===== src/rtl/spi_word_minion.sv =====
// rtl/spi_word_minion.sv - SPI mode-0 minion: one P_NBITS word per cs-low frame, push/pull word handshake
module spi_word_minion #(
  parameter int P_NBITS       = 32,
  parameter int P_SYNC_STAGES = 2
) (
  input  logic               clk,
  input  logic               rst,
  input  logic               cs,
  input  logic               sclk,
  input  logic               mosi,
  output logic               miso,
  output logic [P_NBITS-1:0] push_msg,
  output logic               push_en,
  input  logic [P_NBITS-1:0] pull_msg,
  output logic               pull_en,
  output logic               parity,
  output logic               frame_err
);

  localparam int CW = $clog2(P_NBITS + 2);
  localparam logic [CW-1:0] CNT_FULL = CW'(P_NBITS);
  localparam logic [CW-1:0] CNT_SAT  = CW'(P_NBITS + 1);

  typedef enum logic [1:0] {
    WAIT_IDLE = 2'd0,
    IDLE      = 2'd1,
    ACTIVE    = 2'd2
  } state_t;

  state_t state, state_nxt;

  logic [P_SYNC_STAGES-1:0] cs_sync, sclk_sync, mosi_sync;
  logic                     cs_s, sclk_s, mosi_s;
  logic                     cs_h, sclk_h, mosi_h;
  logic                     cs_fall_q, cs_rise_q, sclk_rise_q, sclk_fall_q;
  logic [P_SYNC_STAGES:0]   prime;
  logic                     primed;

  logic [P_NBITS-1:0] tx_reg, rx_reg;
  logic [CW-1:0]      count;

  logic load_tx, rx_shift, tx_shift, frame_end;

  assign cs_s   = cs_sync[P_SYNC_STAGES-1];
  assign sclk_s = sclk_sync[P_SYNC_STAGES-1];
  assign mosi_s = mosi_sync[P_SYNC_STAGES-1];
  assign primed = prime[P_SYNC_STAGES];

  // Pin synchronisers, one history stage, and registered edge flags.
  // mosi_h lines up with sclk_rise_q so the sampled bit matches the edge.
  always_ff @(posedge clk) begin
    if (!rst) begin
      cs_sync     <= '1;
      sclk_sync   <= '0;
      mosi_sync   <= '0;
      cs_h        <= 1'b1;
      sclk_h      <= 1'b0;
      mosi_h      <= 1'b0;
      cs_fall_q   <= 1'b0;
      cs_rise_q   <= 1'b0;
      sclk_rise_q <= 1'b0;
      sclk_fall_q <= 1'b0;
      prime       <= '0;
    end else begin
      cs_sync     <= {cs_sync[P_SYNC_STAGES-2:0], cs};
      sclk_sync   <= {sclk_sync[P_SYNC_STAGES-2:0], sclk};
      mosi_sync   <= {mosi_sync[P_SYNC_STAGES-2:0], mosi};
      cs_h        <= cs_s;
      sclk_h      <= sclk_s;
      mosi_h      <= mosi_s;
      cs_fall_q   <= cs_h & ~cs_s;
      cs_rise_q   <= ~cs_h & cs_s;
      sclk_rise_q <= ~sclk_h & sclk_s;
      sclk_fall_q <= sclk_h & ~sclk_s;
      prime       <= {prime[P_SYNC_STAGES-1:0], 1'b1};
    end
  end

  always_ff @(posedge clk) begin
    if (!rst) begin
      state <= WAIT_IDLE;
    end else begin
      state <= state_nxt;
    end
  end

  // WAIT_IDLE holds until the synchroniser carries real pin samples and cs is high,
  // so a frame already in progress across reset is never picked up halfway.
  always_comb begin
    state_nxt = state;
    case (state)
      WAIT_IDLE: if (primed && cs_s) state_nxt = IDLE;
      IDLE:      if (cs_fall_q)      state_nxt = ACTIVE;
      ACTIVE:    if (cs_rise_q)      state_nxt = IDLE;
      default:                       state_nxt = WAIT_IDLE;
    endcase
  end

  always_comb begin
    load_tx   = 1'b0;
    rx_shift  = 1'b0;
    tx_shift  = 1'b0;
    frame_end = 1'b0;
    pull_en   = 1'b0;
    miso      = 1'b0;
    case (state)
      IDLE: begin
        load_tx = cs_fall_q;
        pull_en = cs_fall_q;
      end
      ACTIVE: begin
        miso      = tx_reg[P_NBITS-1];
        frame_end = cs_rise_q;
        rx_shift  = sclk_rise_q & ~cs_rise_q;
        tx_shift  = sclk_fall_q & ~cs_rise_q;
      end
      default: ;
    endcase
  end

  always_ff @(posedge clk) begin
    if (!rst) begin
      tx_reg    <= '0;
      rx_reg    <= '0;
      count     <= '0;
      push_msg  <= '0;
      push_en   <= 1'b0;
      parity    <= 1'b0;
      frame_err <= 1'b0;
    end else begin
      push_en   <= 1'b0;
      frame_err <= 1'b0;
      if (load_tx) begin
        tx_reg <= pull_msg;
        count  <= '0;
      end
      if (rx_shift) begin
        rx_reg <= {rx_reg[P_NBITS-2:0], mosi_h};
        if (count != CNT_SAT) count <= count + CW'(1);
      end
      if (tx_shift) begin
        tx_reg <= {tx_reg[P_NBITS-2:0], 1'b0};
      end
      if (frame_end) begin
        if (count == CNT_FULL) begin
          push_msg <= rx_reg;
          parity   <= ^rx_reg;
          push_en  <= 1'b1;
        end else begin
          frame_err <= 1'b1;
        end
      end
    end
  end

endmodule

===== config.mk =====
export PLATFORM = sky130hd
export DESIGN_NAME = spi_word_minion
export DESIGN_NICKNAME = d
export VERILOG_FILES = /design/src/rtl/spi_word_minion.sv
export SDC_FILE = /design/constraint.sdc
export NUM_CORES = 1
export LEC_CHECK = 0
export BUFFER_PORTS_ARGS = -buffer_cell sky130_fd_sc_hd__clkbuf_2
export CORE_ASPECT_RATIO = 0.7
export CORE_UTILIZATION = 42
export CTS_BUF_LIST = sky130_fd_sc_hd__clkbuf_2
export DETAILED_ROUTE_END_ITERATION = 10
export GPL_ROUTABILITY_DRIVEN = 1
export GPL_TIMING_DRIVEN = 1
export PLACE_DENSITY = 0.7
export SYNTH_ARGS = -nofsm -noshare
export SYNTH_HDL_FRONTEND = slang
export SYNTH_SLANG_ARGS = --single-unit

===== constraint.sdc =====
create_clock -name clk -period 1.97 [get_ports clk]
set_clock_uncertainty 0.15 [all_clocks]
set_input_delay 0.0985 -clock clk [delete_from_list [all_inputs] [get_ports clk]]
set_output_delay 0.0985 -clock clk [all_outputs]
set_load 0.03 [all_outputs]

Word level (Yosys, flattened, before mapping)

Cells that the tools add are included.

Register bits after elaboration: 123
Input bits: 37
Logic and storage cells: 66

Add/sub/neg operators: 1
Equal/unequal tests: 7
Multiplexer cells: 17
Bitwise operators: 12
Reductions and logical operators: 8

Operator list:

| operator                                            | number |
|---|---|
| 2-to-1 mux 32 bit                                   | 2 |
| XOR reduction 32 bit                                | 1 |
| 2-to-1 mux 6 bit                                    | 3 |
| 2-to-1 mux 1 bit                                    | 8 |
| adder 6 x 1 -> 6 bit, second input constant         | 1 |
| AND 1 bit                                           | 6 |
| equality test 6 bit, second input constant          | 1 |
| 2-to-1 mux 2 bit                                    | 3 |
| inequality test 2 bit, second input constant        | 3 |
| inequality test 6 bit, second input constant        | 1 |
| inverter 1 bit                                      | 6 |
| one-hot mux 2 bit (3 select lines)                  | 1 |
| AND reduction 2 bit                                 | 2 |
| AND reduction 3 bit                                 | 1 |
| equality test 2 x 1 -> 1 bit, second input constant | 1 |
| equality test 2 bit, second input constant          | 1 |
| zero test 2 bit                                     | 1 |
| nonzero test 2 bit                                  | 1 |
| OR reduction 2 bit                                  | 1 |
| logical AND 1 bit                                   | 1 |

Logic depth before layout (Yosys ltp)

Depth after elaboration: 5
Depth in mapped cells: 7

Worst setup path before layout

OpenSTA, ideal clock, no wires.

Path kind: register -> register
Start: register count[4]
End: register push_msg[12]
Library setup time: 0.132 ns
Arrival time: 1.272 ns
Setup slack: 0.415 ns
Cell stages (with the launch flop): 6
Buffers on the path: 1
Cells stage by stage: dfxtp_1 > nor4b_4 > nand3_1 > clkbuf_1 > nand2_1 > a21oi_1

Word-level cells in the longest chain between the ends: 2

Ends and longest elaborated chain:

| element                              | line | RTL |
|---|---|---|
| start, declared                      | 40   | `logic [CW-1:0] count;` |
| start signal, assigned               | 139  | `if (count != CNT_SAT) count <= count + CW'(1);` |
| equality test 6 bit                  | 145  | `if (count == CNT_FULL) begin` |
| AND reduction 2 bit (no source line) | -    |  |
| end signal, assigned                 | 146  | `push_msg <= rx_reg;` |
| end, declared                        | 12   | `output logic [P_NBITS-1:0] push_msg,` |

No other way between the ends.
A chain may end at the register's enable or synchronous reset.

Worst setup path in the final report

Start: register state[1]
End: register parity

Word-level cells in the longest chain between the ends: 3

Ends and longest elaborated chain:

| element                              | line | RTL |
|---|---|---|
| start, declared                      | 30   | `state_t state, state_nxt;` |
| start signal, assigned               | 83   | `state <= state_nxt;` |
| equality test 2 bit                  | 106  | `case (state)` |
| 2-to-1 mux 1 bit                     | 106  |  |
| AND reduction 2 bit (no source line) | -    |  |
| end signal, assigned                 | 147  | `parity <= ^rx_reg;` |
| end, declared                        | 16   | `output logic parity,` |

No other way between the ends.

==> flow_summary.ini <==
[status]
outcome = complete, no violations

[synthesis]
synthTopCellsByCount = 202 x nand2_1, 123 x dfxtp_1, 75 x a21oi_1
ys.flop_type = dfxtp_1
synthArstFlopShare_pct = 0
ys_types = 34
postSynthRegisterBits = 123
syn_area_um2 = 4805
yosysWarnings = 0
syn_inst = 588
avgSynthCellArea_um2 = 8.171
synth_edf_count = 0
synth_area_leaders = dfxtp_1 51%, nand2_1 16%, a21oi_1 7.8%
synth_fp_nets = 628
synth_top_area_share_pct = 51.25
yosys.area.top_type = dfxtp_1
ys_seq_area_share_pct = 51.25
yosysMostFrequentCell = nand2_1

[final_layout]
n_antenna_cell = 0
fin_nets = 737
layout.area.seq_um2 = 2466
final_util_pct = 54.11
drive_gt1_share_pct = 17.46
fin_area_um2 = 6001
nFillCells = 1059
multi_input_area_um2 = 2146
area_delta_synth_final_pct = 24.90
stdcell_count = 863

[power_and_ir_drop]
p_leak_nw = 2.256
powerDensity_nw_per_um2 = 696.8
vdd_ir_drop_max_uv = 323.4

[place]
dp_hpwl_um = 6454
portBuffers = 73
dp.cells = 785
postPlaceCellArea_um2 = 5298
gp_congestion = 0.8188

[route]
antenna_left = 0
totalWireLength_um = 10620
vias = 4224
firstDrtPassIters = 5
route.detailed.drc = 0
viasPerCell = 4.895
drtIter0Drc = 232
wire_per_inst_um = 12.31

[timing]
maxSlewViolCount = 0
min_period_over_period_pct = 92.60
fmax_mhz = 548.2
period_minus_slack_ns = 1.824
hold_viol_final = 0
rsz0062_at_grt = false
relSlewSlack_pct = 61.88
worstMarginPinSlew_ns = 0.5718
setup_viol = 0
fin_tns_setup_ns = 0

[critical_path]
setup.worst_path.start_class = flip-flop
path_class = reg -> reg
arrival_ns = 2.25
path_cells = inv_2 -> nor3b_1 -> and3_1 -> buf_12 -> o21ai_0 -> a21oi_1
regToRegSetupSlack_ns = 0.15
crit_fanout = 34
max_stage_delay_ns = 0.41
required_ns = 2.39
cp-end-kind = flip-flop
cp_slowest_cell = nor3b_1

[floorplan]
start_util_pct = 43.32
die_x_um = 129.8
die_h_um = 91.49
num_io_pins = 74
rows = 32
dieArea_um2 = 11880
core-area_um2 = 11090

[global_route]
overflow = 0
track_usage_pct = 19.20
grt_pass1_vias = 4038
grt_start_max_net_pins = 64
antenna_found_initial = 0
grt_pass1_wl_um = 17930

[clock_network]
cts_buffers = 17
clockBufferDepth = 2
cts_tree = yes
cts_sinks = 123
clkLatencyLatePin_ns = 0.65
htree_num_levels = 4
clkTransAtPathRegs_ns = 0.19
cts_root_buffer = clkbuf_2

[hold_path]
hold_path_class = in -> reg

[job]
drv_cap = 0
==> cell families after synthesis <==
group	share of synthesized area [%]
AO/OA/AOI/OAI	14.22
AND/OR/NAND/NOR	23.44
multiplexers	0.2083
XOR/XNOR	5.807
flip-flops	51.25
adder cells (fa/ha/maj)	0.7813
buffers and inverters	4.297
==> critical path, delay by kind of cell, from the launching register on <==
kind / cells / cell delay (ns)
buf+inv: 2 / 0.27
compound gates: 2 / 0.27
simple gates: 2 / 0.68
flops: 1 / 0.38
==> what timing repair did <==
action	CTS	global route
resized for setup	6	3
setup buffers	0	0
endpoints found under the hold margin	123	2
setup endpoints to repair	1	2
hold buffers	43	2
cloned	1	0
pin swaps	0	0
==> cell type report <==
cell class,instances,area share [%]
clock buffers,18,1.501
clock inverters,14,2.168
inverters,6,0.5838
multi-input cells,421,35.76
flip-flops and latches,123,41.10
well taps,153,3.190
repair buffers,127,15.60
repair inverters,1,0.1043
==> path summary, 6_finish.rpt <==
| check | from | endpoint | cells after the start |
|---|---|---|---|
| setup reg to reg | state[1]$_SDFFE_PN0P_ | parity$_SDFFE_PN0P_ | 6 |
| hold / removal | pull_msg[22] | tx_reg[22]$_SDFFE_PN0P_ | 4 |
| hold reg to reg | sclk_h$_SDFF_PN0_ | sclk_rise_q$_SDFF_PN0_ | 1 |
| setup / recovery | state[1]$_SDFFE_PN0P_ | parity$_SDFFE_PN0P_ | 6 |
==> metal layers <==
metal | up-vias | track usage, % | share of wire (%)
met4 | 0 | 6.589 | 1.5
met1 | 1939 | 24.07 | 48
met5 | - | 0 | 0
li1 | 2166 | - | -
met2 | 105 | 31.19 | 46
met3 | 14 | 5.716 | 4.3
==> through the flow <==
stage | setup slack [ns] | hold WS (ns) | power (mW)
after floorplan | 0.4153 | -0.02378 | 2.611
after CTS | 0.007053 | 0.001568 | 4.226
after global routing | 0.005702 | 0.002785 | 4.373
after global placement | 0.2987 | 0.1399 | 2.669
after detailed placement | 0.2033 | 0.1313 | 2.671
final | 0.1458 | 0.06922 | 4.181
==> where the power goes <==
group / switching, mW / leakage (nW) / internal, mW
Sequential: 0.00781 / 0.994 / 2.51
Combinational: 0.0727 / 1.13 / 0.104
Clock: 0.928 / 0.128 / 0.562
==> layout by cell type (no fill, tap or decap), types with 2 or more instances in the layout <==
master           n
nand2_1        201
dfxtp_1        122
clkbuf_2        90
a21oi_1         75
dlygate4sd3_1   45
nor2_1          42
a311oi_1        31
xnor2_1         26
and2_1           9
nand3_1          5
buf_4            5
xor2_1           4
clkinvlp_4       4
clkinv_2         4
buf_12           4
inv_1            3
nand2b_1         3
ha_1             3
clkinv_1         3
inv_2            2
nor3b_1          2
nand2_2          2
nor3_1           2
a31oi_1          2
and3_1           2
o21ai_0          2
bufinv_16        2
No activity file was read; power rests on OpenSTA's default activity.
